### config.mk
export PLATFORM = sky130hd
export DESIGN_NAME = instr_prefetch_queue
export DESIGN_NICKNAME = d
export VERILOG_FILES = /design/src/rtl/instr_prefetch_queue.sv
export SDC_FILE = /design/constraint.sdc
export NUM_CORES = 1
export LEC_CHECK = 0
export ABC_AREA = 1
export CELL_PAD_IN_SITES_DETAIL_PLACEMENT = 1
export CELL_PAD_IN_SITES_GLOBAL_PLACEMENT = 1
export CORE_MARGIN = 4
export CORE_UTILIZATION = 25
export DETAILED_ROUTE_END_ITERATION = 8
export HOLD_SLACK_MARGIN = 0.05
export PLACE_DENSITY_LB_ADDON = 0.15
export SETUP_SLACK_MARGIN = 0.15
export SLEW_MARGIN = 30
export SYNTH_ARGS = -nofsm -noshare
export SYNTH_HDL_FRONTEND = slang
export SYNTH_SLANG_ARGS = --single-unit
export TNS_END_PERCENT = 10
### constraint.sdc
create_clock -name clk -period 3.7 [get_ports clk]
set_clock_uncertainty 0.2 [all_clocks]
set_input_delay 0.555 -clock clk [delete_from_list [all_inputs] [get_ports clk]]
set_output_delay 0.555 -clock clk [all_outputs]
set_load 0.03 [all_outputs]
### src/rtl/instr_prefetch_queue.sv
`timescale 1ns/1ps
// Purpose: sequential instruction prefetcher with a DEPTH-entry in-order {pc, instr} FIFO and redirect flush.
// Latency: response in cycle N is visible on deq_* in cycle N+1; first request after redirect in cycle R+1.
// Backpressure: credit based; requests stop while count + outstanding == DEPTH, so the FIFO never overflows.
//
// Ports:
//   clk, reset          - single clock, asynchronous active-low reset
//   mem_req_*           - fetch request channel (valid/ready), byte address of the instruction
//   mem_rsp_*           - in-order response channel, one 32-bit word per accepted request
//   deq_*               - head entry to decode (valid/ready), pc and instruction read combinationally
//   redirect, redirect_pc - taken branch: flush the FIFO and restart fetching at redirect_pc
//   count               - occupied FIFO entries
module instr_prefetch_queue #(
    parameter int          DEPTH    = 4,
    parameter logic [63:0] RESET_PC = 64'h0
) (
    input  logic                     clk,
    input  logic                     reset,
    output logic                     mem_req_valid,
    output logic [63:0]              mem_req_addr,
    input  logic                     mem_req_ready,
    input  logic                     mem_rsp_valid,
    input  logic [31:0]              mem_rsp_data,
    output logic                     deq_valid,
    input  logic                     deq_ready,
    output logic [63:0]              deq_pc,
    output logic [31:0]              deq_instr,
    input  logic                     redirect,
    input  logic [63:0]              redirect_pc,
    output logic [$clog2(DEPTH):0]   count
);

    localparam int AW = $clog2(DEPTH);
    localparam int CW = AW + 1;
    localparam logic [CW:0] DEPTH_W = (CW+1)'(DEPTH);

    logic [63:0]   fetch_pc_q, fetch_pc_d;
    logic [63:0]   fifo_pc_q    [DEPTH];
    logic [31:0]   fifo_instr_q [DEPTH];
    logic [63:0]   pcq_q        [DEPTH];
    logic [AW-1:0] rd_ptr_q, rd_ptr_d, wr_ptr_q, wr_ptr_d;
    logic [AW-1:0] pcq_rd_q, pcq_rd_d, pcq_wr_q, pcq_wr_d;
    logic [CW-1:0] count_q, count_d;
    logic [CW-1:0] outst_q, outst_d;
    logic [CW-1:0] discard_q, discard_d;

    logic [CW:0]   credit_used;
    logic          req_acc, rsp_keep, rsp_drop, deq_fire;

    // Outstanding requests hold a reserved FIFO slot, so count + outstanding is the credit in use.
    assign credit_used   = {1'b0, count_q} + {1'b0, outst_q};
    assign mem_req_valid = (credit_used < DEPTH_W) && !redirect;
    assign mem_req_addr  = fetch_pc_q;
    assign req_acc       = mem_req_valid && mem_req_ready;

    // A response arriving in the redirect cycle belongs to the flushed stream and is never written.
    assign rsp_keep = mem_rsp_valid && (discard_q == '0) && !redirect;
    assign rsp_drop = mem_rsp_valid && (discard_q != '0);

    assign deq_valid = (count_q != '0);
    assign deq_pc    = fifo_pc_q[rd_ptr_q];
    assign deq_instr = fifo_instr_q[rd_ptr_q];
    assign deq_fire  = deq_valid && deq_ready;
    assign count     = count_q;

    always_comb begin
        fetch_pc_d = fetch_pc_q;
        rd_ptr_d   = rd_ptr_q;
        wr_ptr_d   = wr_ptr_q;
        pcq_rd_d   = pcq_rd_q;
        pcq_wr_d   = pcq_wr_q;
        count_d    = count_q;
        discard_d  = discard_q;
        outst_d    = outst_q + CW'(req_acc) - CW'(mem_rsp_valid);

        if (req_acc) begin
            fetch_pc_d = fetch_pc_q + 64'd4;
            pcq_wr_d   = pcq_wr_q + 1'b1;
        end
        // The PC queue tracks every in-flight request, kept or discarded alike.
        if (mem_rsp_valid) begin
            pcq_rd_d = pcq_rd_q + 1'b1;
        end

        if (redirect) begin
            fetch_pc_d = redirect_pc;
            rd_ptr_d   = '0;
            wr_ptr_d   = '0;
            count_d    = '0;
            // Everything still in flight after this edge is stale.
            discard_d  = outst_q - CW'(mem_rsp_valid);
        end else begin
            if (rsp_keep) begin
                wr_ptr_d = wr_ptr_q + 1'b1;
            end
            if (rsp_drop) begin
                discard_d = discard_q - 1'b1;
            end
            if (deq_fire) begin
                rd_ptr_d = rd_ptr_q + 1'b1;
            end
            count_d = count_q + CW'(rsp_keep) - CW'(deq_fire);
        end
    end

    always_ff @(posedge clk or negedge reset) begin
        if (!reset) begin
            fetch_pc_q <= RESET_PC;
            rd_ptr_q   <= '0;
            wr_ptr_q   <= '0;
            pcq_rd_q   <= '0;
            pcq_wr_q   <= '0;
            count_q    <= '0;
            outst_q    <= '0;
            discard_q  <= '0;
            for (int i = 0; i < DEPTH; i++) begin
                fifo_pc_q[i]    <= '0;
                fifo_instr_q[i] <= '0;
                pcq_q[i]        <= '0;
            end
        end else begin
            fetch_pc_q <= fetch_pc_d;
            rd_ptr_q   <= rd_ptr_d;
            wr_ptr_q   <= wr_ptr_d;
            pcq_rd_q   <= pcq_rd_d;
            pcq_wr_q   <= pcq_wr_d;
            count_q    <= count_d;
            outst_q    <= outst_d;
            discard_q  <= discard_d;
            if (req_acc) begin
                pcq_q[pcq_wr_q] <= fetch_pc_q;
            end
            if (rsp_keep) begin
                fifo_pc_q[wr_ptr_q]    <= pcq_q[pcq_rd_q];
                fifo_instr_q[wr_ptr_q] <= mem_rsp_data;
            end
        end
    end

endmodule

==> summary.txt <==
Die
  – Initial Util: 25.12%
  – Die ar.: approximately 140,000 um2
  – Die Ht: ~370 um
  – IO Count: 267
  – Core box area: roughly 130,000 um2
  – Chip Width: 373.9 um
  – Row Count: around 130

CTS
  – CTS buffer count: 92
  – TritonCTS clock tree: yes
  – Clock Sinks: approximately 720
  – Clock Pin Slew Worst Setup and Hold Paths: 60 ps
  – Clock root buffer: clkbuf_16
  – Clk_lat worst skew: 650 ps
  – H-Tree Depth: 3
  – Clock Tree Buf Depth: 3

Finish
  – Fill count: ~16,000
  – Synth-to-layout area growth: 26.11%
  – # nets final: between 4,000 and 5,000
  – Finished Cell Area: between 40,000 and 50,000 um2
  – Share of cells above drive strength 1: 8.609%
  – Commonest non-fill, non-tap cell in the layout: nand2_1
  – Commonest cells after routing, fill and taps aside: nand2_1, dfrtp_1, o21ai_0, nor2_1, o21ai_1

Critical path
  – Startpoint types: register
  – CP startpoint: rd_ptr_q[0]
  – Data arrival, critical path: 2780 ps
  – Crit path kind: register to output pin
  – Crit. End Element: output pin
  – CP required: 2940 ps
  – Crit-path max FO: 30
  – Reg-to-reg critical path startpoint: count[2]

STA
  – Setup violations, final: 0
  – Fin. Hold Viols: 0
  – TNS Setup: 0 ps
  – Minimum clock period: around 3500 ps
  – Max Slew Vio Count: 0
  – Slew at the pin closest to its max-slew limit: between 800 and 900 ps
  – Final Cycle Share: 95.58%
  – Slew headroom: 40.77%
  – Fmax: ~0.28 GHz
  – Final setup margin: 163.7 ps
  – Unrepaired setup endpoints after global routing: true

Drt
  – Uppermost layer routed: met4
  – Routed Antenna Nets: 0
  – Metal3 WL: a little over 5000 um
  – Met1 wire length: about 64,000 um
  – 1st-iter DRT viols: 1,804
  – Routed vias: 29,020
  – Remaining DRCs: 0
  – Vias per cell: 4.666
  – Wire per inst: between 20 and 25 um
  – WL met2: ~57,000 um
  – WL final: 129,600 um
  – Drt first pass iters: 5

Placement
  – Dpl ws: 644.6 ps
  – Dpl hpwl: 82,680 um
  – Placed cell areas: 39,050 um2
  – GPL Wtd Cong: about 0.86
  – Port bufs: between 200 and 300

GRT
  – Global route overflow: 0
  – Gr usage total: 18.32%
  – Initial antenna violation count: 3
  – Wire length of the first global-routing pass: 199,500 um
  – Largest net degree at the start of global routing: 131
  – Vias in the first global route: 30,580

Logic synthesis
  – #FFs+latches synth: 721
  – Register area share after synthesis: 53.89%
  – Synth cell types: 30
  – Synth warnings: 0
  – Mean post-synth cell area: approximately 8 um2
  – Synthesized area: 33,480 um2
  – Cells after synthesis: 4,180
  – Syn Nets: around 4,300

Run
  – Max_cap viols: 0

Run status
  – Status: completed

Pwr
  – Static Leakage: 0.02007 uW
  – Max IR drop VDD: approximately 0.51 mV
  – Power per Cell Area: 884.7 nW/um2

Hold path
  – Hold/Removal Path Class: primary input to register
  – Hold_sp: redirect_pc[1]
-- layer usage --
metal  global-route usage [%]  vias to the layer above
met5                        0                        -
met1                    26.49                    14410
met2                    28.57                      513
met3                    2.656                      157
li1                         -                    13940
met4                    4.978                        0
-- report_power, final --
part / switching (uW) / internal, uW
registers: 1600 / 10400
clock network: 3680 / 5540
logic: 10100 / 6040
-- logic make-up (layout without fill, tap and decap cells) --
| group | count (synthesis) | count (layout) | share of synthesized area, % |
|---|---|---|---|
| other | 0 | 3 | 0 |
| buffers and inverters | 445 | 714 | 5.483 |
| XOR/XNOR | 30 | 30 | 0.7849 |
| AND/OR/NAND/NOR | 1993 | 1993 | 22.79 |
| adder cells (fa/ha/maj) | 21 | 21 | 0.8297 |
| AO/OA/AOI/OAI | 970 | 970 | 16.22 |
| flip-flops | 721 | 721 | 53.89 |
-- synth_stat cells, drive strengths merged --
cell type	n	area share (%)
buf	108	1.7
a21oi	4	0.060
nand4	8	0.15
nand3	69	1.0
clkbuf	154	1.7
o22ai	160	3.9
o221ai	6	0.16
dfrtp	721	54
nor3	1	0.015
inv	183	2.1
a31oi	2	0.037
xor2	27	0.71
ha	19	0.71
xnor2	3	0.079
o21bai	14	0.31
o21ai	778	12
nor2	449	5.1
o211ai	6	0.13
nand2	1466	16
fa	2	0.12
-- worst max-delay path: stages (launching register included) --
cell	delay, ps
dfrtp_4	620
inv_6	250
buf_12	210
o21ai_0	90
o22ai_1	220
clkdlybuf4s50_1	730
-- state kept, by name (all words and copies together) (netlist names), 3 cells and up --
name and count:
fifo_pc_q 256, mem_req_addr 64, discard_q 3, count 3, pcq_q 256, fifo_instr_q 128, outst_q 3
-- layout make-up --
type                    count  area, um2  share of cell area (%)
repair buffers            363       4511                   10.68
clock buffers             142       2764                   6.547
well taps                1768       2212                   5.240
diodes                      3      7.507                 0.01778
inverters                 183      699.4                   1.657
multi-input cells        3014      13670                   32.38
clock inverters            26      299.0                  0.7083
flip-flops and latches    721      18050                   42.76
-- repair_timing --
item / in CTS / in global routing
gates resized for setup: 6 / 3
hold buffers: 2 / 0
setup buffers: 1 / 0
hold endpoints to repair: 50 / 0
endpoints found under the setup margin: 67 / 32
cloned: 1 / 0
-- path summary, 6_finish.rpt --
check	depth (start not counted)	end	slack (ps)
max reg2reg	10	pcq_q[113]	890
min in group asynchronous	2	fifo_instr_q[117]	350
min	3	mem_req_addr[1]	270
min reg2reg	2	fifo_pc_q[154]	270
max	5	deq_instr[22]	160
max in group asynchronous	3	fifo_pc_q[94]	2000
-- through the flow --
| step | instances | total power [uW] | util [%] | hold WS (ps) |
|---|---|---|---|---|
| floorplan | 4180 | 20500 | - | 59.41 |
| global placement | 6045 | 28360 | 29.29 | 258.2 |
| detailed placement | 6045 | 28470 | 29.29 | 260.0 |
| CTS | 6217 | 38010 | 31.66 | 204.3 |
| global route | 6217 | 39920 | 31.67 | 254.7 |
| finish | 6220 | 37350 | 31.67 | 269.3 |
No activity file was read; power rests on OpenSTA's default activity.
==> patch, RTL diff (config.mk and constraints unchanged) <==
The parameter `DEPTH` goes from 4 to 2.
--- a/src/rtl/instr_prefetch_queue.sv
+++ b/src/rtl/instr_prefetch_queue.sv
@@ -13,3 +13,3 @@
 module instr_prefetch_queue #(
-    parameter int          DEPTH    = 4,
+    parameter int          DEPTH    = 2,
     parameter logic [63:0] RESET_PC = 64'h0
Interface: changed (resized count); port bits go from 267 to 266. No check against the original RTL was run, so the function may have changed too.
==> patch against the original RTL <==
  * Total power down 45%
  * Worst setup slack better by 0.14 ns
  * Global-route usage down 1.4 points
  * Utilization up 0.70 points
  * Sequential cell count down 327
  * Wire length down 48%
  * Register-to-register slack worse by 0.14 ns
  * Design area down 43%
  * Count of clock-buffer cells in the layout down 67
  * Area after synthesis down 44%
  * Critical endpoint is now deq_pc[18]
  * Largest power group unchanged
==> patch: results (changes against the original RTL) <==
- Xor/xnor cell area share of the yosys netlist: 0.0157 (+0.00790)
- Slowest cell on crit path: clkdlybuf4s50_1
- Port Buffers: 265 (-0.38%)
- Post-synthesis mux area share: 0.0330 (+0.0330)
- Post-synthesis cell type count: 38 (+27%)
- Syn avg cell area: 8.06 µm² (+0.59%)
- Final non-filler cell total: 3,572 (-43%)
- Fill cells: 8,789 (-44%)
- Syn nets: 2,457 (-43%)
- Adder-Cell Fraction of Synth Area: 0.00569 (-0.00261)
- Final GP Congestion: 0.859 (+0.17%)
- Synth cell count leaders: 863 x nand2_1, 394 x dfrtp_1, 340 x o21ai_0
- TritonCTS Buffers: 49 (-47%)
- Global Route Usage Sum: 0.169 (-0.0145)
- Fin Hold WS: 0.0995 ns (-0.170 ns)
- Iter 0 DRT Violations: 839 (-53%)
- Placed Area: 22,500 µm² (-42%)
- Wire length of the first global-routing pass: 106,000 µm (-47%)
- Most area-consuming cells after synthesis: dfrtp_1 52%, nand2_1 17%, o21ai_0 9.0%, inv_1 4.5%, nor2_1 2.5%
- Initial antenna violation count: 2 (-1)
- Vias in the first global route: 17.1k (-44%)
- Worst Path Max Fanout: 86 (+190%)
- Min-delay src: redirect
- Top flop regs: fifo_pc_q x128, pcq_q x128
- Pint: 12.2 mW (-45%)
- Outcome: completed
- Clock Path Buffers: 3 (unchanged)
- Met3 Track Usage GR: 0.0297 (+0.00319)
- Seq/Total Area, Yosys: 0.521 (-0.0175)
- Synth-to-Final Area Change: 27.9%
- Launching point of the worst reg2reg path: count[0]
- Met1 Use GR: 0.237 (-0.0276)
- Met2 Use GR: 0.269 (-0.0163)
- Postcts setup bufs: 0 (-1)
- Switching Share: 0.412 (about the same)
- Post-synthesis compound-gate area fraction: 0.129 (-0.0334)
- DRT Wirelength: 67,900 µm (-48%)
- Placement Setup Slack: 0.691 ns (+0.0465 ns)
- Clock power frac: 0.236 (-0.011)
- Largest net degree at the start of global routing: 129 (-1.5%)
- Crit path time final: 3.40 ns (-0.141 ns)
- CP startpoint: rd_ptr_q
- Reg2reg end: mem_req_addr[7]
- WHS Path Cells: 2 (-1)
- Worst-margin pin slew: 0.903 ns (+0.0147 ns)
- Vias per cell: 4.53 (-3.0%)
- Post-Place Cells: 3,481 (-42%)
- HPWL Detailed: 47,900 µm (-42%)
- Layout cells sized above 1: 0.0680 (-0.0181)
- Seq. pwr: 7.58 mW (-37%)
- CP peak stage delay: 0.75 ns (+0.02 ns)
- Crit path capture: deq_pc[18]
- R2R cell count: 9 (-1)
- Leakage Power: 10.8 nW (-46%)
- Max VDD drop: 0.300 mV (-41%)
- Hold Crit Endpoint: count[0]
## patch: changes by cell type after synthesis, moves of 36 or more
cell,change
clkbuf_1,-90
a22oi_1,+51
dfrtp_1,-327
o21ai_1,-250
o21ai_0,-178
mux2_2,+36
inv_1,+47
nand2_1,-601
o22ai_2,-48
nor2_1,-319
buf_2,-63
o22ai_1,-112
## patch: layer usage
layer / vias up / share of wire
met5: - / 0
met1: 7964 / 0.49
li1: 7845 / -
met4: 0 / 0.023
met2: 273 / 0.45
met3: 88 / 0.040
## patch: layout make-up
cell class	instances	area share
Antenna cell	1	0.000103
Multi-Input combinational cell	1599	0.315
Tap cell	969	0.0501
Timing Repair Buffer	291	0.123
Inverter	229	0.0359
Clock buffer	75	0.0618
Clock inverter	14	0.00611
Sequential cell	394	0.408
## patch: what timing repair did
item	4_1_cts	5_1_grt
endpoints found under the setup margin	1	0
gates resized for setup	1	0
hold buffers	1	0
hold endpoints to repair	85	0
